`config.mk`:
```
export PLATFORM = sky130hd
export DESIGN_NAME = lemmings_splat_array
export DESIGN_NICKNAME = d
export VERILOG_FILES = /design/src/rtl/lemmings_pkg.sv /design/src/rtl/lemming_fsm.sv /design/src/rtl/lemmings_splat_array.sv
export SDC_FILE = /design/constraint.sdc
export NUM_CORES = 1
export LEC_CHECK = 0
export ABC_AREA = 1
export BUFFER_PORTS_ARGS = -buffer_cell sky130_fd_sc_hd__buf_2
export CAP_MARGIN = 20
export CORE_AREA = 4 4 41 43
export CTS_BUF_LIST = sky130_fd_sc_hd__clkbuf_4 sky130_fd_sc_hd__clkbuf_8
export CTS_CLUSTER_SIZE = 40
export DETAILED_ROUTE_END_ITERATION = 10
export DIE_AREA = 0 0 45 47
export SYNTH_ARGS = -nofsm -noshare
export SYNTH_HDL_FRONTEND = slang
export SYNTH_SLANG_ARGS = --single-unit
```
`constraint.sdc`:
```
create_clock -name clk -period 1.4 [get_ports clk]
set_input_delay 0.21 -clock clk [delete_from_list [all_inputs] [get_ports clk]]
set_output_delay 0.21 -clock clk [all_outputs]
set_load 0.03 [all_outputs]
```
`src/rtl/lemmings_pkg.sv`:
```
`default_nettype none
// ============================================================================
// Module      : lemmings_pkg
// Description : Shared state encoding and sizing helper for the lemming array.
// Revision    : 1.0 - initial release
// ============================================================================
package lemmings_pkg;

    typedef enum logic [2:0] {
        ST_WALK_L = 3'd0,
        ST_WALK_R = 3'd1,
        ST_FALL_L = 3'd2,
        ST_FALL_R = 3'd3,
        ST_DIG_L  = 3'd4,
        ST_DIG_R  = 3'd5,
        ST_SPLAT  = 3'd6
    } lem_state_e;

    // Width needed to hold 0..limit inclusive.
    function automatic int fall_cnt_width(input int limit);
        return $clog2(limit + 1);
    endfunction

endpackage
`default_nettype wire

```
`src/rtl/lemming_fsm.sv`:
```
`default_nettype none
// ============================================================================
// Module      : lemming_fsm
// Description : One lemming channel: Moore state machine plus saturating
//               fall-duration counter that decides survival on landing.
// Revision    : 1.0 - initial release
// ============================================================================
module lemming_fsm
    import lemmings_pkg::*;
#(
    parameter int FALL_LIMIT = 20
) (
    input  logic clk,
    input  logic areset,
    input  logic bump_left_i,
    input  logic bump_right_i,
    input  logic ground_i,
    input  logic dig_i,
    output logic walk_left_o,
    output logic walk_right_o,
    output logic aaah_o,
    output logic digging_o,
    output logic splat_o
);

    localparam int             CNT_W    = fall_cnt_width(FALL_LIMIT);
    localparam logic [CNT_W-1:0] FALL_MAX = CNT_W'(FALL_LIMIT);

    lem_state_e       state_q, state_d;
    logic [CNT_W-1:0] fall_cnt_q, fall_cnt_d;
    logic             falling;

    assign falling = (state_q == ST_FALL_L) || (state_q == ST_FALL_R);

    always_ff @(posedge clk or posedge areset) begin
        if (areset) begin
            state_q    <= ST_WALK_L;
            fall_cnt_q <= '0;
        end else begin
            state_q    <= state_d;
            fall_cnt_q <= fall_cnt_d;
        end
    end

    always_comb begin
        state_d = state_q;
        case (state_q)
            ST_WALK_L: begin
                if (!ground_i)        state_d = ST_FALL_L;
                else if (dig_i)       state_d = ST_DIG_L;
                else if (bump_left_i) state_d = ST_WALK_R;
            end
            ST_WALK_R: begin
                if (!ground_i)         state_d = ST_FALL_R;
                else if (dig_i)        state_d = ST_DIG_R;
                else if (bump_right_i) state_d = ST_WALK_L;
            end
            ST_DIG_L: if (!ground_i) state_d = ST_FALL_L;
            ST_DIG_R: if (!ground_i) state_d = ST_FALL_R;
            ST_FALL_L: begin
                if (ground_i) state_d = (fall_cnt_q >= FALL_MAX) ? ST_SPLAT : ST_WALK_L;
            end
            ST_FALL_R: begin
                if (ground_i) state_d = (fall_cnt_q >= FALL_MAX) ? ST_SPLAT : ST_WALK_R;
            end
            ST_SPLAT: state_d = ST_SPLAT;
            default:  state_d = ST_WALK_L;
        endcase
    end

    // Saturation keeps a very long fall from wrapping back to a survivable count.
    always_comb begin
        fall_cnt_d = '0;
        if (falling) begin
            fall_cnt_d = (fall_cnt_q >= FALL_MAX) ? FALL_MAX : fall_cnt_q + CNT_W'(1);
        end
    end

    assign walk_left_o  = (state_q == ST_WALK_L);
    assign walk_right_o = (state_q == ST_WALK_R);
    assign aaah_o       = falling;
    assign digging_o    = (state_q == ST_DIG_L) || (state_q == ST_DIG_R);
    assign splat_o      = (state_q == ST_SPLAT);

endmodule
`default_nettype wire

```
`src/rtl/lemmings_splat_array.sv`:
```
`default_nettype none
// ============================================================================
// Module      : lemmings_splat_array
// Description : NUM_LEM independent lemming channels with a live-population
//               count for the scoreboard logic above.
// Revision    : 1.0 - initial release
// ============================================================================
module lemmings_splat_array
    import lemmings_pkg::*;
#(
    parameter int NUM_LEM    = 1,
    parameter int FALL_LIMIT = 20
) (
    input  logic                             clk,
    input  logic                             areset,
    input  logic [NUM_LEM-1:0]               bump_left,
    input  logic [NUM_LEM-1:0]               bump_right,
    input  logic [NUM_LEM-1:0]               ground,
    input  logic [NUM_LEM-1:0]               dig,
    output logic [NUM_LEM-1:0]               walk_left,
    output logic [NUM_LEM-1:0]               walk_right,
    output logic [NUM_LEM-1:0]               aaah,
    output logic [NUM_LEM-1:0]               digging,
    output logic [NUM_LEM-1:0]               splat,
    output logic [$clog2(NUM_LEM+1)-1:0]     alive_cnt
);

    localparam int ALIVE_W = $clog2(NUM_LEM + 1);

    logic [NUM_LEM-1:0] alive;

    for (genvar g = 0; g < NUM_LEM; g++) begin : g_lem
        lemming_fsm #(
            .FALL_LIMIT(FALL_LIMIT)
        ) u_fsm (
            .clk         (clk),
            .areset      (areset),
            .bump_left_i (bump_left[g]),
            .bump_right_i(bump_right[g]),
            .ground_i    (ground[g]),
            .dig_i       (dig[g]),
            .walk_left_o (walk_left[g]),
            .walk_right_o(walk_right[g]),
            .aaah_o      (aaah[g]),
            .digging_o   (digging[g]),
            .splat_o     (splat[g])
        );
    end

    assign alive = ~splat;

    always_comb begin
        alive_cnt = '0;
        for (int i = 0; i < NUM_LEM; i++) begin
            alive_cnt = alive_cnt + ALIVE_W'(alive[i]);
        end
    end

endmodule
`default_nettype wire

```
==> out/metrics.yaml, run 1 <==
status: "finished clean"
final_area_um2: 754
worst_pin_slew_ns: 0.323
swShare_pct: 46.3
diodes: 0
gp_congestion: 0.772
relSlewSlack_pct: 78.2
syn_to_final_growth_pct: 36.4
fillers: 122
cp.arrival_ns: 1.14
synth_adder_area_share_pct: 4.52
power.share.sequential_pct: 26.5
clockPowerShare_pct: 11.2
cts_made_buffers: 3
clock.fmax_ghz: 0.739
syn_area_um2: 553
avgSynthCellArea_um2: 7.09
place_area_um2: 628
finalSetupViolCount: 0
drtPass1Iterations: 4
muxShareOfSynthArea_pct: 0
vias: 529
ys_seq_area_share_pct: 36.2
synth_top_family_by_area: "simple AND/OR/NAND/NOR gates"
utilization_pct: 58.0
clock_skew_ns: 0.000745
cts.sinks: 8
cts-root-buf: "clkbuf_4"
rows: 13
r2r_cells: 7
end_kind: "output pin"
drt-initial-drc-count: 6
wl_um: 1200
hold_viol: 0
syn_inst: 78
vias_per_cell: 4.60
worst_ir_drop_vdd_uv: 942
ant_nets: 0
wl_met1_um: 591
synth_xor_area_share_pct: 3.17
critPathLaunchType: "flip-flop"
dr.max_layer_used: "met3"
drv_slew: 0
syn-num-nets: 86
fin_worst_hold_slack_ns: 0.243
switching_power_uw: 684
wire_per_inst_um: 10.4
wl_met3_um: 32
worst_slack_ns: 0.0464
die_h_um: 47
crit_required_ns: 1.19
grt_pass1_vias: 437
initial_core_util_pct: 42.5
layout.nets: 110
synth_simple_gate_area_share_pct: 38.7
post-route-period-util_pct: 96.7
synth.top_cell.area_share_pct: 36.2
htreeDepth: 1
yosys_warnings: 0
min_path_type: "input pin to flip-flop"
antenna_found_initial: 0
pre_cts_ws_ns: 0.181
crit_fanout: 5
grt_max_degree: 9
hold_depth: 3
drc: 0
period_needed_ns: 1.35
ioPinCount: 12
dp_hpwl_um: 871
dieArea_mm2: 0.00212
gr-total-overflow: 0
p_per_area_mw_per_mm2: 1960
synth.area.top_cells: "dfrtp_1, nand2_1, inv_1, nand3_1, nor2_1"
power.internal_uw: 793
cts_buffer_depth: 2
port_buffers: 11
routed-wl-met2_um: 576
fp.coreArea_mm2: 0.00130
die_w_um: 45
track_usage_pct: 12.5
path_class: "flip-flop to output pin"
ys_ff_latch: 8
cts_tree: "done"
synth_compound_area_share_pct: 5.88
setup_tns_ns: 0
grt_pass1_wl_um: 1890
synth.distinct_cells: 19
drive_gt1_share_pct: 37.0
insertion_delay_ns: 0.24
clk_pin_slew_ns: 0.05
leakagePower_nw: 0.416
maxCapViolations: 0
synth_top_area_cell: "dfrtp_1"
comb_power_share_pct: 62.2
[timing repair]
| action | in CTS | in global routing |
|---|---|---|
| endpoints found under the hold margin | 8 | 0 |
| setup endpoints to repair | 5 | 6 |
| pin swaps | 0 | 1 |
| hold buffers | 1 | 0 |
| resized for setup | 7 | 10 |
| buffers inserted | 2 | 5 |
[synth_stat cells]
master,instances
nand3_1,9
o21ai_0,2
o211ai_1,1
ha_1,2
nor2_2,3
dfrtp_1,8
buf_6,1
inv_1,13
nor3_1,1
nand2_1,18
xnor2_1,1
nand2_2,3
nand2_4,1
nand4_1,1
a21oi_1,3
nor2_1,8
nor2_4,1
inv_2,1
xor2_1,1
[kinds of logic (layout without fill, tap and decap cells)]
group	count (synthesis)	count (layout)
AOI/OAI and AO/OA	6	6
xor gates and xnor gates	2	2
adders and majority gates	2	2
buffers and inverters	15	37
DFF	8	8
and+or+nand+nor	45	45
[flip-flops by register name, indices dropped and copies added, names as in the netlist]
signal	cells
g_lem.u_fsm.fall_cnt_q	5
g_lem.u_fsm.state_q	3
[power by group through the flow]
stage / Combinational (mW) / Sequential (mW) / Clock, mW
after floorplan: 0.557 / 0.355 / 0
after global placement: 0.666 / 0.395 / 0
final: 0.919 / 0.392 / 0.166
after CTS: 0.745 / 0.387 / 0.171
after global routing: 1.02 / 0.401 / 0.192
after detailed placement: 0.658 / 0.396 / 0
[layout make-up]
class	instances	area [µm²]	area share [%]
multi-input combinational	55	305	40.5
timing repair buffer	20	146	19.4
sequential	8	204	27.0
inverter	14	57.6	7.63
tap	15	18.8	2.49
clock buffer	3	22.5	2.99
[metal layers]
metal | up-vias | track usage, %
met3 | 0 | 3.45
li1 | 284 | -
met2 | 5 | 16.4
met5 | - | 0
met1 | 240 | 19.4
met4 | 0 | 3.51
[cells in the final DEF (no fill, tap or decap), drive strengths merged]
cell type / count
dlygate4sd3: 1
xor2: 1
xnor2: 1
o211ai: 1
nor2: 12
nor3: 1
buf: 19
dfrtp: 8
nand3: 9
nand4: 1
o21ai: 2
inv: 14
nand2: 22
ha: 2
clkbuf: 3
a21oi: 3
[path summary, 6_finish.rpt]
kind / startpoint / end / slack (ns)
setup / recovery: g_lem[0].u_fsm.state_q[1] / alive_cnt / 0.05
hold / removal: ground / g_lem[0].u_fsm.state_q[2] / 0.24
setup reg to reg: g_lem[0].u_fsm.state_q[1] / g_lem[0].u_fsm.state_q[0] / 0.14
hold reg to reg: g_lem[0].u_fsm.fall_cnt_q[0] / g_lem[0].u_fsm.fall_cnt_q[0] / 0.49
max in group asynchronous: areset / g_lem[0].u_fsm.state_q[2] / 0.69
min in group asynchronous: areset / g_lem[0].u_fsm.fall_cnt_q[0] / 0.46
[metrics by stage]
step                instances  total power [mW]
floorplan                  78             0.912
global route              115              1.61
finish                    115              1.48
global placement          104              1.06
detailed placement        104              1.05
CTS                       110              1.30
[critical path, cell delays in order, from the launching register on]
cell and delay (ns):
dfrtp_2 0.45, buf_4 0.15, nand3_2 0.10, buf_2 0.21
Note: power is estimated with default switching activity, not from simulation.
==> inputs of run 2 (changes only) <==
CORE_AREA = unset   (was 4 4 41 43)
CORE_MARGIN = 4   (was unset)
CORE_UTILIZATION = 40   (was unset)
DIE_AREA = unset   (was 0 0 45 47)
GPL_TIMING_DRIVEN = 0   (was unset)
==> run 2 against run 1 <==
Against the previous run: via count decreased by 2.1%; combinational power decreased by 13%; worst setup slack better by 0.020 ns; final area decreased by 6.1%; sequential share of layout area increased by 1.6 points; global-route usage fell by 0.22 points; routed wire length is 13% lower; critical path type unchanged; die area is 3.5% lower; utilization fell by 3.6 points; clock power is 2% higher; worst hold slack better by 0.020 ns; critical endpoint is now splat.
==> out/metrics.yaml, run 2 (synthesis gave the netlist of run 1 again) <==
status: "finished clean"
drtPass1Iterations: 4  # unchanged
ant_nets: 0  # unchanged
grt_max_degree: 10  # +1
wire_per_inst_um: 9.59  # -8.1%
finalSetupViolCount: 0  # unchanged
drv_slew: 0  # unchanged
dp_hpwl_um: 862  # -1.0%
initial_core_util_pct: 42.5  # unchanged
pre_cts_ws_ns: 0.186  # +0.00545 ns
final_common_cell: "nand2_1"
period_needed_ns: 1.33  # -0.0201 ns
final_cell_mix: "nand2_1, inv_1, buf_2"
cts_made_buffers: 3  # unchanged
min-delay-start: "ground"
utilization_pct: 54.4  # -3.6 points
critPathLaunchType: "flip-flop"
drc: 0  # unchanged
syn_to_final_growth_pct: 28.1
clock.fmax_ghz: 0.750  # +1.5%
post-route-period-util_pct: 95.3  # -1.4 points
worst_slack_ns: 0.0664  # +0.0201 ns
drive_gt1_share_pct: 31.9  # -5.1 points
end_kind: "output pin"
worst_pin_slew_ns: 0.378  # +0.0548 ns
fin_worst_hold_slack_ns: 0.263  # +0.0198 ns
path_class: "flip-flop to output pin"
gr-total-overflow: 0  # unchanged
wl_um: 1050  # -13%
vias_per_cell: 4.75  # +3.3%
grt_pass1_vias: 439  # +0.46%
clock_skew_ns: 0.00552  # +0.00477 ns
cts_buffer_depth: 2  # unchanged
cts_tree: "done"
min_to: "g_lem[0].u_fsm.state_q[2]"
place_area_um2: 632  # +0.60%
cp.arrival_ns: 1.12  # -0.02 ns
power_mw: 1.34  # -9.3%
r2r_start: "g_lem[0].u_fsm.state_q[1]"
final_area_um2: 708  # -6.1%
cts-root-buf: "clkbuf_4"
relSlewSlack_pct: 74.5  # -3.7 points
leakagePower_nw: 0.388  # -6.6%
maxCapViolations: 0  # unchanged
r2r_cells: 7  # unchanged
r2r-end: "g_lem[0].u_fsm.state_q[2]"
dieArea_mm2: 0.00204  # -3.5%
drt-initial-drc-count: 25  # +19
port_buffers: 11  # unchanged
crit_required_ns: 1.19  # about the same
min_path_type: "input pin to flip-flop"
track_usage_pct: 12.2  # -0.22 points
largest_register_ffs: 5  # unchanged
clk_pin_slew_ns: 0.05  # about the same
r2r_slack_ns: 0.15  # about the same
top_register: "g_lem.u_fsm.fall_cnt_q"
grt_pass1_wl_um: 1820  # -3.7%
htreeDepth: 1  # unchanged
crit_fanout: 5  # unchanged
fp.coreArea_mm2: 0.00130  # unchanged
hold_depth: 3  # unchanged
layout.nets: 104  # -5.5%
insertion_delay_ns: 0.25  # about the same
cts.sinks: 8  # unchanged
die_w_um: 45.2  # +0.41%
worst_ir_drop_vdd_uv: 1180  # +25%
ioPinCount: 12  # unchanged
hold_viol: 0  # unchanged
vias: 518  # -2.1%
rows: 13  # unchanged
die_h_um: 45.2  # -3.9%
startpoint: "g_lem[0].u_fsm.state_q[1]"
reg.largest.list: "g_lem.u_fsm.fall_cnt_q (5), g_lem.u_fsm.state_q (3)"
antenna_found_initial: 0  # unchanged
diodes: 0  # unchanged
p_per_area_mw_per_mm2: 1890  # -3.4%
gp_congestion: 0.806  # +4.3%
## run 2: layer usage
layer  vias to the layer above  wire (µm)  track usage (%)
met4                         0          0             1.75
li1                        276          -                -
met2                        11        484             16.7
met3                         0         70             4.78
met1                       231        490             18.4
met5                         -          0                0
## run 2: worst max path at each step
| stage | to | slack, ns | cells past startpoint |
|---|---|---|---|
| 2_1_floorplan | splat | 0.03 | 3 |
| 3_3_place_gp | g_lem[0].u_fsm.state_q[2] | 0.20 | 8 |
| 3_5_place_dp | g_lem[0].u_fsm.state_q[2] | 0.19 | 8 |
| 4_1_cts | walk_right | 0.007 | 4 |
| 5_1_grt | walk_right | -0.002 | 4 |
| 6_report | splat | 0.07 | 4 |
## run 2: area by class of cell
cell class / instances / area (µm²)
fill: 138 / 593
clock buffer: 3 / 22.5
tap: 15 / 18.8
buffer: 1 / 11.3
timing repair buffer: 13 / 93.8
multi-input combinational: 55 / 304
inverter: 14 / 55.1
sequential: 8 / 203
## run 2: worst max-delay path: stages, from the launching register on
cell	delay, ns
dfrtp_2	0.43
buf_12	0.14
nand3_2	0.09
inv_1	0.05
buf_4	0.16
## run 2: through the flow
step,setup TNS [ns],cells
2_1_floorplan,0,78
3_3_place_gp,0,104
3_5_place_dp,0,104
4_1_cts,0,108
5_1_grt,-0.00195,109
6_report,0,109
## run 2: what timing repair did
item,4_1_cts,5_1_grt
buffers inserted,0,1
hold buffers,1,0
gates resized for setup,7,2
endpoints found under the setup margin,5,4
cloned,0,0
endpoints found under the hold margin,8,0
## run 2: power by group
| group | internal (mW) | total [mW] | switching (mW) | leakage (nW) |
|---|---|---|---|---|
| registers | 0.298 | 0.368 | 0.0695 | 0.105 |
| clock network | 0.0977 | 0.170 | 0.0726 | 0.0138 |
| logic | 0.302 | 0.802 | 0.500 | 0.270 |
